==> config.mk <==
export PLATFORM = sky130hd
export DESIGN_NAME = workout_sequencer
export DESIGN_NICKNAME = d
export VERILOG_FILES = /design/src/rtl/workout_sequencer.sv
export SDC_FILE = /design/constraint.sdc
export NUM_CORES = 1
export LEC_CHECK = 0
export CELL_PAD_IN_SITES_DETAIL_PLACEMENT = 1
export CELL_PAD_IN_SITES_GLOBAL_PLACEMENT = 1
export CORE_UTILIZATION = 44
export CTS_CLUSTER_SIZE = 30
export DETAILED_ROUTE_END_ITERATION = 8
export GPL_TIMING_DRIVEN = 0
export PLACE_DENSITY = 0.92
export REMOVE_ABC_BUFFERS = 1
export SETUP_SLACK_MARGIN = 0.1
export SLEW_MARGIN = 20
export SYNTH_ARGS = -nofsm -noshare
export SYNTH_HDL_FRONTEND = slang
export SYNTH_SLANG_ARGS = --single-unit
==> constraint.sdc <==
create_clock -name clk_40MHz -period 3.5 [get_ports clk_40MHz]
set_input_delay 0.525 -clock clk_40MHz [delete_from_list [all_inputs] [get_ports clk_40MHz]]
set_output_delay 0.525 -clock clk_40MHz [all_outputs]
set_load 0.1 [all_outputs]
==> src/rtl/workout_sequencer.sv <==
// workout_sequencer: IDLE/WORK/REST/DONE phase controller with a prescaled
// 1-second countdown, exercise index, pause and skip handling.
module workout_sequencer #(
  parameter int TICK_DIV     = 40000000,
  parameter bit SIM_SPEEDUP  = 1'b0,
  parameter int SIM_TICK_DIV = 20,
  parameter int DONE_SECS    = 3
) (
  input  logic       clk_40MHz,
  input  logic       rst_n,
  input  logic       start_pulse,
  input  logic       skip_pulse,
  input  logic [8:0] total_exercises,
  input  logic [6:0] work_secs,
  input  logic [6:0] rest_secs,
  output logic [1:0] workout_state,
  output logic [8:0] current_exercise_num,
  output logic [6:0] countdown_seconds,
  output logic       paused,
  output logic       buzz_pulse
);
  typedef enum logic [1:0] {IDLE = 2'b00, WORK = 2'b01, REST = 2'b10, DONE = 2'b11} state_t;
  localparam int DIV = SIM_SPEEDUP ? SIM_TICK_DIV : TICK_DIV;
  localparam logic [31:0] DIV_M1 = 32'(DIV - 1);
  localparam logic [6:0] DONE_CD = 7'(DONE_SECS);
  state_t r_state;
  logic [31:0] r_presc;
  logic [8:0] r_total;
  logic [6:0] r_work, r_rest;
  logic w_active, w_tick, w_exp, w_adv, w_last;
  state_t w_next;
  assign workout_state = r_state;
  assign w_active = (r_state == WORK) || (r_state == REST);
  assign w_tick = (r_state != IDLE) && !paused && (r_presc == DIV_M1);
  assign w_exp = w_tick && (countdown_seconds == 7'd1);
  // skip outranks a same-cycle tick, so at most one advance happens per cycle
  assign w_adv = w_active && (skip_pulse || w_exp);
  assign w_last = current_exercise_num == r_total;
  assign w_next = (r_state == WORK && w_last) ? DONE :
                  (r_state == WORK && !skip_pulse && r_rest != '0) ? REST : WORK;
  always_ff @(posedge clk_40MHz or negedge rst_n) begin
    if (!rst_n) begin
      r_state <= IDLE;
      r_presc <= '0;
      r_total <= '0;
      r_work <= '0;
      r_rest <= '0;
      current_exercise_num <= '0;
      countdown_seconds <= '0;
      paused <= 1'b0;
      buzz_pulse <= 1'b0;
    end else begin
      buzz_pulse <= 1'b0;
      if (r_state == IDLE) begin
        if (start_pulse && total_exercises != '0 && work_secs != '0) begin
          r_total <= total_exercises;
          r_work <= work_secs;
          r_rest <= rest_secs;
          r_state <= WORK;
          current_exercise_num <= 9'd1;
          countdown_seconds <= work_secs;
          buzz_pulse <= 1'b1;
        end
      end else if (w_adv) begin
        r_state <= w_next;
        r_presc <= '0;
        paused <= 1'b0;
        buzz_pulse <= 1'b1;
        countdown_seconds <= (w_next == DONE) ? DONE_CD : (w_next == REST) ? r_rest : r_work;
        if (w_next == WORK) current_exercise_num <= current_exercise_num + 9'd1;
      end else if (r_state == DONE && w_exp) begin
        r_state <= IDLE;
        r_presc <= '0;
        current_exercise_num <= '0;
        countdown_seconds <= '0;
      end else begin
        if (w_tick) countdown_seconds <= countdown_seconds - 7'd1;
        if (!paused) r_presc <= w_tick ? '0 : r_presc + 32'd1;
        if (start_pulse && w_active) paused <= !paused;
      end
    end
  end
endmodule
==> results_dict.tcl, run 1 <==
set metrics [dict create \
    grtUsageMet2 0.483 \
    synth_seq_cells 75 \
    ff2ff_setup_slack_ns 0.28 \
    cpLargestDelayFamily "compound AO/OA/AOI/OAI gates" \
    cts.htree.levels 3 \
    p_per_area_nw_per_um2 881 \
    muxShareOfSynthArea 0.0678 \
    core_area_um2 9330 \
    clockBufferDepth 2 \
    fin_worst_skew_ns 0.00659 \
    yosys.area_share.simple 0.228 \
    dieArea_um2 10100 \
    syn_avg_cell_area_um2 9.40 \
    crit_start "work_secs[2]" \
    r2r_start "workout_state[0]$_DFFE_PN0P_" \
    synth_xor_area_frac 0.0348 \
    fill_cells 1037 \
    arrival_ns 3.56 \
    place.gp.congestion 0.886 \
    drv_cap 0 \
    worst_path_largest_cell_delay_ns 0.64 \
    critical_path_class "in2reg" \
    area_delta_synth_final_pct 21.1 \
    synth_fa_ha_area_frac 0.0205 \
    grt_pass1_wl_um 21600 \
    synth_edf_count 0 \
    peakVddDrop_mv 0.433 \
    cp_max_fo 25 \
    wire_per_inst_um 21.2 \
    cp.required_ns 3.80 \
    finalSetupViolCount 0 \
    syn_inst 455 \
    grt_pass1_vias 4265 \
    die_y_um 101 \
    synth_compound_area_frac 0.176 \
    drt_wl_total_um 13500 \
    leakage_nw 2.05 \
    grt-ovfl-total 0 \
    numPortBuffers 46 \
    final_cell_mix "75 x dfrtp_1, 54 x nand2_1, 45 x clkdlybuf4s50_1" \
    synth_top_family_by_area "simple AND/OR/NAND/NOR gates" \
    antenna_left 0 \
    tightest_slew_ns 0.972 \
    synth_warnings 0 \
    use_met1 0.330 \
    grt_setup_unrepaired "false" \
    crit_chain "clkdlybuf4s50_1, or4_1, o41ai_1, or3_2, a21boi_0, a21boi_1" \
    track_usage 0.281 \
    setup_ws_ns 0.241 \
    clk_pin_slew_ns 0.09 \
    antenna_found_initial 0 \
    use_met3 0.0583 \
    min_period_over_period 0.931 \
    hpwl_um 9110 \
    endpoint_kind "register" \
    drive_gt1_frac 0.123 \
    start_util 0.459 \
    ctsHoldBuffers 0 \
    cts_buffers 9 \
    synthesis.area_um2 4280 \
    synth_top_flop_cell "dfrtp_1" \
    grt_max_degree 44 \
    status "finished, final reports clean" \
    fin_nets 534 \
    reg2reg_depth 9 \
    cp-start-kind "input pin" \
    cts_tree "built" \
    critPathBufInv 1 \
    layout_commonest_cell "dfrtp_1" \
    drt-initial-drc-count 334 \
    cts-root-buf "clkbuf_8" \
    timing.setup.tns_ns 0 \
    insertion_delay_ns 0.37 \
    dp_slack_ns -0.449 \
    boundaryPins 47 \
    finalCriticalPeriod_ns 3.26 \
    post-route-drc-count 0 \
    grt-busiest-layer "met2" \
    synthArstFlopShare 1.00 \
    firstDrtPassIters 5 \
    slowest_stage "a21boi_0" \
    slew-limit-headroom 0.350 \
    r2r_end "countdown_seconds[3]$_DFFE_PN0P_" \
    cts.sink_count 75 \
    via_per_inst 6.26 \
    finalHoldViolCount 0 \
    die_w_um 101 \
    hold_path.class "in2async" \
    final_util 0.556 \
    rows 35 \
    n_antenna_cell 0 \
    synth.distinct_cells 59 \
    final_max_slew_viol_count 0 \
    seq_area_frac_synth 0.439 \
    vias 3972 \
    fmax_mhz 307 \
]
==> state kept, by name, indices dropped and copies added (netlist names) <==
signal                cells
r_rest                    7
countdown_seconds         7
paused                    1
r_presc                  32
buzz_pulse                1
current_exercise_num      9
r_total                   9
r_work                    7
workout_state             2
==> layout make-up <==
class	instances	area, µm²	area share
sequential	75	1880	0.362
multi-input combinational	343	2310	0.447
tap	129	161	0.0311
clock inverter	7	124	0.0239
timing repair buffer	51	508	0.0980
clock buffer	9	124	0.0239
inverter	20	75.1	0.0145
==> where the power goes <==
| group | switching, mW | internal, mW |
|---|---|---|
| registers | 0.270 | 1.11 |
| clock network | 0.364 | 0.479 |
| logic | 1.58 | 0.757 |
| total | 2.22 | 2.35 |
==> through the flow <==
stage          instance area, µm²  hold slack [ns]  std cells  power (mW)
5_1_grt                      5180            0.108        634        4.79
4_1_cts                      5170            0.104        634        4.55
3_3_place_gp                 4830            0.488        612        3.46
2_1_floorplan                4210            0.229        437        2.93
3_5_place_dp                 4880            0.496        614        3.62
6_report                     5180           0.0860        634        4.57
==> Yosys cell counts, types with 12 or more instances <==
cell type | number | area (µm²)
nand3_1 | 20 | 100
inv_1 | 20 | 75.1
o31ai_1 | 14 | 105
nand2_1 | 54 | 203
nor2_1 | 19 | 71.3
xnor2_1 | 16 | 140
nor4_1 | 12 | 75.1
dfrtp_1 | 75 | 1880
clkbuf_1 | 15 | 56.3
mux2_2 | 24 | 270
o21ai_0 | 35 | 175
or3_1 | 12 | 75.1
a21oi_1 | 17 | 85.1
==> routing by layer <==
| layer | up-vias | share of wire |
|---|---|---|
| li1 | 1793 | - |
| met1 | 2021 | 0.40 |
| met3 | 34 | 0.046 |
| met4 | 0 | 0.033 |
| met5 | - | 0 |
| met2 | 124 | 0.52 |
==> logic make-up after synthesis <==
logic type / after synthesis
simple gates: 181
compound gates: 111
flops: 75
buf+inv: 38
mux: 26
xor+xnor: 17
fa+ha+maj: 7
==> worst max-delay path by stage <==
stage | end | depth (start not counted) | slack [ns]
after detailed placement | current_exercise_num[7]$_DFFE_PN0P_ | 6 | -0.45
after floorplan | countdown_seconds[3]$_DFFE_PN0P_ | 8 | -1.13
after global placement | countdown_seconds[3]$_DFFE_PN0P_ | 8 | -1.82
final | current_exercise_num[7]$_DFFE_PN0P_ | 6 | 0.24
after global routing | current_exercise_num[5]$_DFFE_PN0P_ | 6 | 0.16
after CTS | current_exercise_num[8]$_DFFE_PN0P_ | 8 | 0.06
==> repair_timing <==
item | 4_1_cts | 5_1_grt
gates resized for setup | 2 | 3
pin swaps | 3 | 0
setup buffers | 3 | 0
endpoints found under the setup margin | 18 | 23
gates cloned | 1 | 0
(Power assumes the default switching activity.)
==> run 2, diff against run 1 <==
--- a/config.mk
+++ b/config.mk
@@ -5,13 +5,16 @@
 export SDC_FILE = /design/constraint.sdc
 export NUM_CORES = 1
 export LEC_CHECK = 0
+export ABC_AREA = 1
+export CAP_MARGIN = 40
 export CELL_PAD_IN_SITES_DETAIL_PLACEMENT = 1
 export CELL_PAD_IN_SITES_GLOBAL_PLACEMENT = 1
-export CORE_UTILIZATION = 44
+export CORE_MARGIN = 4
+export CORE_UTILIZATION = 42
 export CTS_CLUSTER_SIZE = 30
 export DETAILED_ROUTE_END_ITERATION = 8
 export GPL_TIMING_DRIVEN = 0
-export PLACE_DENSITY = 0.92
+export PLACE_DENSITY = 0.93
 export REMOVE_ABC_BUFFERS = 1
 export SETUP_SLACK_MARGIN = 0.1
 export SLEW_MARGIN = 20
==> run 2 against run 1 <==
Total power increased by 6.6%. Synthesized cell count grew 54%. Non-clock buffer count grew 17. Critical path depth grew 9. Highest routed layer unchanged.
==> results_dict.tcl, run 2 <==
set metrics [dict create \
    finalCriticalPeriod_ns 3.14 \
    numPortBuffers 46 \
    die_w_um 116 \
    finalHoldViolCount 0 \
    track_usage 0.253 \
    fill_cells 1456 \
    synth_warnings 0 \
    die_y_um 116 \
    p_per_area_nw_per_um2 802 \
    peakVddDrop_mv 0.869 \
    grt_pass1_vias 5363 \
    synthesis.area_um2 4890 \
    dieArea_um2 13400 \
    syn_inst 700 \
    top_register "r_presc" \
    cts.htree.levels 3 \
    firstDrtPassIters 4 \
    fmax_mhz 318 \
    synth_edf_count 0 \
    netlist_top_cells_count "214 x nand2_1, 85 x nor2_1, 77 x inv_1" \
    antenna_left 0 \
    grt_max_degree 43 \
    grt-ovfl-total 0 \
    power_mw 4.87 \
    status "finished, final reports clean" \
    rows 39 \
    synth_seq_cells 75 \
    drt-initial-drc-count 281 \
    cp-start-kind "register" \
    cts_buffers 9 \
    seq_area_frac_synth 0.384 \
    drv_cap 0 \
    drt_wl_total_um 16000 \
    grt_pass1_wl_um 26500 \
    antenna_found_initial 0 \
    synthMostInstantiatedCell "nand2_1" \
    core_area_um2 11400 \
    drive_gt1_frac 0.0888 \
    leakage_nw 2.71 \
    cts-root-buf "clkbuf_16" \
    ctsHoldBuffers 0 \
    arrival_ns 3.38 \
    clk_pin_slew_ns 0.06 \
    layout_commonest_cell "nand2_1" \
    fin_nets 795 \
    critical_path_class "reg2reg" \
    largest_reg_flops 32 \
    vias 4919 \
    min_period_over_period 0.898 \
    cp.required_ns 3.74 \
    synthArstFlopShare 1.00 \
    place.gp.congestion 0.911 \
    final_cell_mix "214 x nand2_1, 84 x nor2_1, 76 x inv_1" \
    n_antenna_cell 0 \
    reg_top3 "r_presc (32), current_exercise_num (9), r_total (9)" \
    via_per_inst 5.41 \
    synthTopCellsByArea "dfrtp_1 38%, nand2_1 16%, nor2_1 6.5%" \
    wire_per_inst_um 17.6 \
    post-route-drc-count 0 \
    insertion_delay_ns 0.35 \
    grt_setup_unrepaired "true" \
    synth_area_leader_cell "dfrtp_1" \
    synthDominantCellAreaShare 0.384 \
    hold_path.class "in2async" \
    timing.setup.tns_ns 0 \
    start_util 0.428 \
    synth_top_flop_cell "dfrtp_1" \
    area_delta_synth_final_pct 24.1 \
    clockBufferDepth 2 \
    syn_avg_cell_area_um2 6.98 \
    endpoint_kind "register" \
    finalSetupViolCount 0 \
    fin_worst_skew_ns 0.0101 \
    cts.sink_count 75 \
    cp_max_fo 28 \
    synth.distinct_cells 33 \
    boundaryPins 47 \
    hpwl_um 11700 \
    tightest_slew_ns 0.768 \
    slew-limit-headroom 0.487 \
    cts_tree "built" \
    final_max_slew_viol_count 0 \
]
==> run 2: cell types whose count changed after synthesis, sizes merged, moves of 15 or more <==
cell and change:
nand2 +162, nor2 +68, inv +58, nand3 +31, xor2 +31, o21ai +29, nor3 +26, mux2 -24
o31ai -15
==> run 2: worst max-delay path, stage by stage, from the launching register on <==
cell and delay (ns):
dfrtp_1 0.44, inv_1 0.10, ha_2 0.32, clkinvlp_4 0.27
nand2_1 0.08, nor2_1 0.11, nand2_1 0.08, nor2_1 0.10
nand4_1 0.14, nand2_2 0.14, nand2_4 0.24, a21oi_4 0.49
buf_16 0.23, inv_2 0.13, nand2_1 0.10, o21ai_2 0.05
==> run 2: routing by layer <==
layer | GRT usage | part of all wire
met2 | 0.446 | 0.52
met1 | 0.294 | 0.41
met5 | 0 | 0
met4 | 0.114 | 0.036
met3 | 0.0512 | 0.041
==> run 2: layout make-up <==
type / count / area (µm²) / area share
clock buffer: 11 / 243 / 0.0400
clock inverter: 5 / 38.8 / 0.00639
timing repair buffer: 68 / 806 / 0.133
tap: 143 / 179 / 0.0295
multi-input combinational: 527 / 2620 / 0.431
timing repair inverter: 1 / 5.00 / 0.000825
inverter: 79 / 303 / 0.0499
sequential: 75 / 1880 / 0.309
==> run 2: what timing repair did <==
item	CTS	global route
cloned	1	1
setup endpoints to repair	36	11
setup buffers	0	0
gates resized for setup	3	1
hold endpoints to repair	0	0
==> run 2: per-stage QoR <==
step	hold WS, ns	cells	setup slack [ns]	cell area, µm²	utilization
6_report	0.128	909	0.356	6070	0.531
5_1_grt	0.165	909	0.0893	6070	0.531
4_1_cts	0.142	908	0.280	6060	0.530
3_5_place_dp	0.510	891	-0.349	5760	0.505
3_3_place_gp	0.486	869	-0.831	5410	0.474
2_1_floorplan	0.229	680	-0.199	4770	-
==> run 2: kinds of logic (layout without fill, tap and decap cells) <==
family,count (synthesis),in the layout,synth area share
AO/OA/AOI/OAI,69,70,0.0817
flip-flops,75,75,0.384
XOR/XNOR,38,38,0.0681
buffers and inverters,99,164,0.0845
adder cells (fa/ha/maj),7,7,0.0179
AND/OR/NAND/NOR,412,412,0.364
==> run 2: worst paths after layout <==
check / start / end / slack, ns / depth (start not counted)
worst max-delay path: workout_state[1]$_DFFE_PN0P_ / r_presc[5]$_DFFE_PN0P_ / 0.36 / 15
worst min-delay path: rst_n / r_presc[31]$_DFFE_PN0P_ / 0.13 / 1
worst max register to register: workout_state[1]$_DFFE_PN0P_ / r_presc[5]$_DFFE_PN0P_ / 0.36 / 15
worst min register to register: r_work[6]$_DFFE_PN0P_ / r_work[6]$_DFFE_PN0P_ / 0.52 / 2
max in group asynchronous: rst_n / r_work[0]$_DFFE_PN0P_ / 2.77 / 2
min in group clk_40MHz: r_work[6]$_DFFE_PN0P_ / r_work[6]$_DFFE_PN0P_ / 0.52 / 2
==> run 2: power by group <==
group	total (mW)	switching (mW)	internal, mW
combinational	2.66	1.84	0.820
clock	0.903	0.400	0.502
sequential	1.30	0.207	1.09
